`config.mk`:
```
export PLATFORM = sky130hd
export DESIGN_NAME = pipe_ctrl_unit
export DESIGN_NICKNAME = d
export VERILOG_FILES = /design/src/rtl/rv_ctrl_pkg.sv /design/src/rtl/hazard_unit.sv /design/src/rtl/pipe_ctrl_unit.sv
export SDC_FILE = /design/constraint.sdc
export NUM_CORES = 1
export LEC_CHECK = 0
export ABC_AREA = 1
export CORE_ASPECT_RATIO = 1.1
export CORE_MARGIN = 2
export CORE_UTILIZATION = 47
export DETAILED_ROUTE_END_ITERATION = 8
export GPL_TIMING_DRIVEN = 0
export PLACE_DENSITY_LB_ADDON = 0.05
export SYNTH_ARGS = -nofsm -noshare
export SYNTH_HDL_FRONTEND = slang
export SYNTH_SLANG_ARGS = --single-unit
```
`constraint.sdc`:
```
create_clock -name clk -period 3.9 [get_ports clk]
set_input_delay 0.585 -clock clk [delete_from_list [all_inputs] [get_ports clk]]
set_output_delay 0.585 -clock clk [all_outputs]
set_load 0.1 [all_outputs]
```
`src/rtl/rv_ctrl_pkg.sv`:
```
// Shared opcode constants, field encodings and the control bundle that
// travels down the pipeline with each instruction.
package rv_ctrl_pkg;

  localparam logic [6:0] OP_LW   = 7'b0000011;
  localparam logic [6:0] OP_SW   = 7'b0100011;
  localparam logic [6:0] OP_RTYP = 7'b0110011;
  localparam logic [6:0] OP_BEQ  = 7'b1100011;
  localparam logic [6:0] OP_IALU = 7'b0010011;
  localparam logic [6:0] OP_JAL  = 7'b1101111;

  typedef enum logic [2:0] {
    IMM_I = 3'b000,
    IMM_S = 3'b001,
    IMM_B = 3'b010,
    IMM_J = 3'b011
  } imm_src_t;

  typedef enum logic [1:0] {
    RES_ALU = 2'b00,
    RES_MEM = 2'b01,
    RES_PC4 = 2'b10
  } result_src_t;

  typedef enum logic [1:0] {
    ALU_ADD  = 2'b00,
    ALU_SUB  = 2'b01,
    ALU_RFN  = 2'b10,
    ALU_IFN  = 2'b11
  } alu_op_t;

  typedef enum logic [1:0] {
    FWD_RF = 2'b00,
    FWD_W  = 2'b01,
    FWD_M  = 2'b10
  } fwd_t;

  // Fields are plain logic so a whole bundle can be cleared with '0.
  typedef struct packed {
    logic       reg_write;
    logic [1:0] result_src;
    logic       mem_write;
    logic       alu_src;
    logic [1:0] alu_op;
    logic       branch;
    logic       jump;
  } ctrl_t;

endpackage

```
`src/rtl/hazard_unit.sv`:
```
// Load-use stall, redirect flush and operand forwarding selects.
// Purely combinational from the pipeline register state and Decode fields.
module hazard_unit
  import rv_ctrl_pkg::*;
#(
  parameter int RA_W = 5
) (
  input  logic [RA_W-1:0] rs1_d,
  input  logic [RA_W-1:0] rs2_d,
  input  logic [RA_W-1:0] rs1_e,
  input  logic [RA_W-1:0] rs2_e,
  input  logic [RA_W-1:0] rd_e,
  input  logic [RA_W-1:0] rd_m,
  input  logic [RA_W-1:0] rd_w,
  input  logic [1:0]      result_src_e,
  input  logic            branch_e,
  input  logic            jump_e,
  input  logic            zero_e,
  input  logic            reg_write_m,
  input  logic            reg_write_w,
  output logic            pcsrc_e,
  output logic            stall_f,
  output logic            stall_d,
  output logic            flush_d,
  output logic            flush_e,
  output logic [1:0]      fwd_a_e,
  output logic [1:0]      fwd_b_e
);

  logic lw_stall;

  // Redirect, load-use detection and the stall/flush fan-out.
  always_comb begin
    pcsrc_e  = (branch_e & zero_e) | jump_e;
    lw_stall = (result_src_e == RES_MEM) && (rd_e != '0) &&
               ((rd_e == rs1_d) || (rd_e == rs2_d));
    stall_f  = lw_stall;
    stall_d  = lw_stall;
    flush_e  = lw_stall | pcsrc_e;
    flush_d  = pcsrc_e;
  end

  // Forwarding selects; the younger M result wins over W, x0 is never forwarded.
  always_comb begin
    fwd_a_e = FWD_RF;
    if (reg_write_m && (rd_m != '0) && (rd_m == rs1_e))      fwd_a_e = FWD_M;
    else if (reg_write_w && (rd_w != '0) && (rd_w == rs1_e)) fwd_a_e = FWD_W;

    fwd_b_e = FWD_RF;
    if (reg_write_m && (rd_m != '0) && (rd_m == rs2_e))      fwd_b_e = FWD_M;
    else if (reg_write_w && (rd_w != '0) && (rd_w == rs2_e)) fwd_b_e = FWD_W;
  end

endmodule

```
`src/rtl/pipe_ctrl_unit.sv`:
```
// Pipelined control unit: decodes in Decode, carries the control bundle
// through ID/EX, EX/MEM and MEM/WB, and hosts the hazard unit.
module pipe_ctrl_unit
  import rv_ctrl_pkg::*;
#(
  parameter int RA_W    = 5,
  parameter bit EN_IALU = 1'b1,
  parameter bit EN_JAL  = 1'b1
) (
  input  logic            clk,
  input  logic            rst_n,
  input  logic [6:0]      op_d,
  input  logic [RA_W-1:0] rs1_d,
  input  logic [RA_W-1:0] rs2_d,
  input  logic [RA_W-1:0] rd_d,
  input  logic            zero_e,
  output logic            RegWrite_e,
  output logic            RegWrite_m,
  output logic            RegWrite_w,
  output logic            MemWrite_e,
  output logic            MemWrite_m,
  output logic [1:0]      ResultSrc_e,
  output logic [1:0]      ResultSrc_m,
  output logic [1:0]      ResultSrc_w,
  output logic            ALUSrc_e,
  output logic [1:0]      ALUop_e,
  output logic [2:0]      ImmSrc_d,
  output logic            PCSrc_e,
  output logic [RA_W-1:0] rd_e,
  output logic [RA_W-1:0] rd_m,
  output logic [RA_W-1:0] rd_w,
  output logic            StallF,
  output logic            StallD,
  output logic            FlushD,
  output logic            FlushE,
  output logic [1:0]      ForwardA_e,
  output logic [1:0]      ForwardB_e,
  output logic            Illegal_d
);

  ctrl_t           ctrl_d;
  ctrl_t           ctrl_e;
  logic [RA_W-1:0] rs1_e;
  logic [RA_W-1:0] rs2_e;

  // Main decoder; unknown or disabled opcodes decode to an all-zero bubble.
  always_comb begin
    ctrl_d    = '0;
    ImmSrc_d  = IMM_I;
    Illegal_d = 1'b0;
    case (op_d)
      OP_LW: begin
        ctrl_d.reg_write  = 1'b1;
        ctrl_d.result_src = RES_MEM;
        ctrl_d.alu_src    = 1'b1;
        ctrl_d.alu_op     = ALU_ADD;
        ImmSrc_d          = IMM_I;
      end
      OP_SW: begin
        ctrl_d.mem_write = 1'b1;
        ctrl_d.alu_src   = 1'b1;
        ctrl_d.alu_op    = ALU_ADD;
        ImmSrc_d         = IMM_S;
      end
      OP_RTYP: begin
        ctrl_d.reg_write = 1'b1;
        ctrl_d.alu_op    = ALU_RFN;
      end
      OP_BEQ: begin
        ctrl_d.branch = 1'b1;
        ctrl_d.alu_op = ALU_SUB;
        ImmSrc_d      = IMM_B;
      end
      OP_IALU: begin
        if (EN_IALU) begin
          ctrl_d.reg_write = 1'b1;
          ctrl_d.alu_src   = 1'b1;
          ctrl_d.alu_op    = ALU_IFN;
          ImmSrc_d         = IMM_I;
        end else begin
          Illegal_d = 1'b1;
        end
      end
      OP_JAL: begin
        if (EN_JAL) begin
          ctrl_d.reg_write  = 1'b1;
          ctrl_d.jump       = 1'b1;
          ctrl_d.result_src = RES_PC4;
          ImmSrc_d          = IMM_J;
        end else begin
          Illegal_d = 1'b1;
        end
      end
      default: Illegal_d = 1'b1;
    endcase
  end

  // ID/EX: never stalled; a flush inserts a bubble with cleared branch/jump.
  always_ff @(posedge clk or negedge rst_n) begin
    if (!rst_n) begin
      ctrl_e <= '0;
      rd_e   <= '0;
      rs1_e  <= '0;
      rs2_e  <= '0;
    end else if (FlushE) begin
      ctrl_e <= '0;
      rd_e   <= '0;
      rs1_e  <= '0;
      rs2_e  <= '0;
    end else begin
      ctrl_e <= ctrl_d;
      rd_e   <= rd_d;
      rs1_e  <= rs1_d;
      rs2_e  <= rs2_d;
    end
  end

  // EX/MEM and MEM/WB advance every cycle.
  always_ff @(posedge clk or negedge rst_n) begin
    if (!rst_n) begin
      RegWrite_m  <= 1'b0;
      MemWrite_m  <= 1'b0;
      ResultSrc_m <= '0;
      rd_m        <= '0;
      RegWrite_w  <= 1'b0;
      ResultSrc_w <= '0;
      rd_w        <= '0;
    end else begin
      RegWrite_m  <= ctrl_e.reg_write;
      MemWrite_m  <= ctrl_e.mem_write;
      ResultSrc_m <= ctrl_e.result_src;
      rd_m        <= rd_e;
      RegWrite_w  <= RegWrite_m;
      ResultSrc_w <= ResultSrc_m;
      rd_w        <= rd_m;
    end
  end

  // Execute-stage control outputs straight from ID/EX.
  always_comb begin
    RegWrite_e  = ctrl_e.reg_write;
    MemWrite_e  = ctrl_e.mem_write;
    ResultSrc_e = ctrl_e.result_src;
    ALUSrc_e    = ctrl_e.alu_src;
    ALUop_e     = ctrl_e.alu_op;
  end

  hazard_unit #(.RA_W(RA_W)) u_hazard (
    .rs1_d        (rs1_d),
    .rs2_d        (rs2_d),
    .rs1_e        (rs1_e),
    .rs2_e        (rs2_e),
    .rd_e         (rd_e),
    .rd_m         (rd_m),
    .rd_w         (rd_w),
    .result_src_e (ctrl_e.result_src),
    .branch_e     (ctrl_e.branch),
    .jump_e       (ctrl_e.jump),
    .zero_e       (zero_e),
    .reg_write_m  (RegWrite_m),
    .reg_write_w  (RegWrite_w),
    .pcsrc_e      (PCSrc_e),
    .stall_f      (StallF),
    .stall_d      (StallD),
    .flush_d      (FlushD),
    .flush_e      (FlushE),
    .fwd_a_e      (ForwardA_e),
    .fwd_b_e      (ForwardB_e)
  );

  // A load in Execute is never a branch or jump, so stall and redirect never coincide.
  stall_redirect_excl: assert property (@(posedge clk) disable iff (!rst_n) !(StallF && PCSrc_e));

endmodule

```
==> results of run 1 <==
critical path: stages:
cell and delay, ns:
clkdlybuf4s50_1 0.48, inv_1 0.06, nand2_1 0.05, nand2_1 0.05, nor2_1 0.11, nand3_1 0.09, nand2_1 0.08, nand2_2 0.07
nand2_4 0.11, buf_12 0.17, clkdlybuf4s50_1 1.15
path summary, 6_finish.rpt:
| kind | start | endpoint | slack (ns) |
|---|---|---|---|
| max in group asynchronous | rst_n | rd_e[2] | 2.99 |
| worst min-delay path | ResultSrc_m[1] | ResultSrc_w[1] | 0.38 |
| worst max register to register | rd_e[1] | ALUSrc_e | 2.50 |
| min in group asynchronous | rst_n | rd_w[1] | 0.39 |
| worst min register to register | ResultSrc_m[1] | ResultSrc_w[1] | 0.38 |
| worst max-delay path | rs2_d[4] | FlushE | 0.32 |
through the flow:
| step | cell area [um2] | hold WS, ns | setup WS [ns] | power, W |
|---|---|---|---|---|
| after CTS | 2680 | 0.380 | 0.294 | 0.00102 |
| after global routing | 2680 | 0.392 | 0.153 | 0.00105 |
| after floorplan | 1850 | 0.289 | -0.207 | 0.000588 |
| after detailed placement | 2560 | 0.364 | 0.300 | 0.000656 |
| final | 2680 | 0.378 | 0.318 | 0.00101 |
| after global placement | 2560 | 0.358 | 0.303 | 0.000655 |
power breakdown:
group | switching [W] | total [W] | internal [W]
Combinational | 0.000130 | 0.000196 | 0.0000664
Sequential | 0.0000186 | 0.000449 | 0.000430
Clock | 0.000137 | 0.000362 | 0.000226
Total | 0.000285 | 0.00101 | 0.000722
metal layers:
| metal | track usage [%] | vias to the layer above | routed length [um] |
|---|---|---|---|
| met1 | 19.8 | 679 | 1280 |
| met2 | 33.9 | 43 | 1960 |
| met5 | 0 | - | 0 |
| met4 | 7.25 | 0 | 63 |
| li1 | - | 732 | - |
| met3 | 6.66 | 6 | 228 |
kinds of logic after synthesis:
kind of cell | count (synthesis) | share of synthesized area (%)
flip-flops | 40 | 54.4
AO/OA/AOI/OAI | 5 | 1.56
other | 1 | 0.204
buffers and inverters | 37 | 9.66
AND/OR/NAND/NOR | 91 | 23.7
XOR/XNOR | 22 | 10.5
flip-flops by register name (all words and copies together) (netlist names):
signal       cells
MemWrite_m       1
rd_m             5
ResultSrc_e      1
RegWrite_m       1
rs2_e            5
rd_e             5
ResultSrc_w      2
MemWrite_e       1
ALUSrc_e         1
ALUop_e          2
rd_w             5
RegWrite_e       1
ResultSrc_m      2
rs1_e            5
RegWrite_w       1
ctrl_e           2
area by class of cell:
cell class                 count  area (um2)
buffer                         6        61.3
clock buffer                   7        96.3
clock inverter                 1        30.0
fill                         289        1030
inverter                      31         116
multi-input combinational    119         671
sequential                    40        1000
tap                           50        62.6
timing repair buffer          65         646
synthesized netlist by cell type:
cell type / count / area [um2]
buf_6: 1 / 11.3
buf_12: 1 / 20.0
o31a_1: 1 / 8.76
xor2_1: 6 / 52.6
nand3_1: 5 / 25.0
nand2_1: 31 / 116
inv_1: 31 / 116
a21oi_1: 1 / 5.00
buf_4: 4 / 30.0
nor4_1: 1 / 6.26
or2_1: 1 / 6.26
nand2_4: 1 / 11.3
dfrtp_1: 40 / 1000
nor2_2: 3 / 18.8
nor2_4: 6 / 67.6
nor2_1: 32 / 120
nor3_1: 4 / 20.0
conb_1: 1 / 3.75
o21ai_0: 3 / 15.0
nand4_1: 6 / 37.5
nand2_2: 1 / 6.26
xnor2_1: 16 / 140
==> impl_metrics.yaml, run 1 <==
power:
  power_density_nw_per_um2: 375
  max-vdd-ir-drop_uv: 252
  p_leak_nw: 1.28
sta:
  setup_viol: 0
  max_freq_mhz: 279
  final.period_utilization_pct: 91.8
  clock_skew_ns: 0.00516
  worstMarginPinSlew_ns: 0.978
  finalSetupTns_ns: 0
  min_period_ns: 3.58
  rsz0062_at_grt: "no"
  hold_viol: 0
  slew-limit-headroom_pct: 34.6
  slew_violations: 0
run:
  cap_violations: 0
floorplan:
  coreArea_um2: 3710
  die_y_um: 69.6
  die_area_um2: 4430
  chipWidth_um: 63.6
  start_util_pct: 49.5
  rows: 23
  num_io_pins: 67
run_status:
  run_status: "finished, final reports clean"
placement:
  port_buffers: 65
  place_inst: 311
  gp_congestion: 0.803
  hpwl_mm: 2.83
critical_path:
  path_class: "primary input to output pin"
  cp.arrival_ns: 3.00
  cp.required_ns: 3.31
  reg2reg_depth: 10
  crit_path_max_fanout: 10
  cp-start-kind: "primary input"
  end_kind: "output pin"
global_routing:
  grt_max_degree: 41
  grt.total_usage_pct: 18.8
  grt_pass1_vias: 1496
  grt_overflow_total: 0
  antenna_found_initial: 0
  grt_first_pass_wirelength_mm: 6.42
yosys:
  yosys.cell_types.count: 22
  avgSynthCellArea_um2: 9.38
  synthCells: 196
  ys_ff_latch: 40
  yosys_warnings: 0
  ys_seq_area_share_pct: 54.4
  synth_nets: 221
  synthesis.area_um2: 1840
cells_and_area:
  nets: 293
  drive_gt1_share_pct: 10.4
  final_common_cell: "clkdlybuf4s50_1"
  final_cell_mix: "64 x clkdlybuf4s50_1, 40 x dfrtp_1, 32 x nor2_1"
  final_util_pct: 72.3
  areaGrowthSynthToFinish_pct: 45.9
  layoutNonFillerInstCount: 319
  diodes: 0
clock_tree:
  cts_tree: "built"
  ctsHoldBuffers: 0
  clock-sinks: 40
  cts_root_buf: "clkbuf_8"
  clk_pin_slew_ns: 0.07
  htreeDepth: 2
  cts-resized-gates: 0
  cts_setup_buffers: 0
  clock_latency_ns: 0.30
  clk_path_buf_depth: 2
  cts_buffers: 5
drt:
  wl_per_cell_um: 11.1
  routed_via_density: 4.58
  drt_iter0_markers: 40
  ant_nets: 0
  vias: 1460
  drcViolationCount: 0
  wl_mm: 3.54
  first_pass_iters: 4
worst_hold_path:
  hold_class: "register to register"
  holdPathStages: 0
Power figures use the tool's default switching activity.
==> run 2: changes to the inputs <==
--- a/config.mk
+++ b/config.mk
@@ -6,6 +6,7 @@
 export NUM_CORES = 1
 export LEC_CHECK = 0
 export ABC_AREA = 1
+export CAP_MARGIN = 20
 export CORE_ASPECT_RATIO = 1.1
 export CORE_MARGIN = 2
 export CORE_UTILIZATION = 47
==> results of run 2 <==
The final DEF is identical to that of run 1; final timing and power are the same.
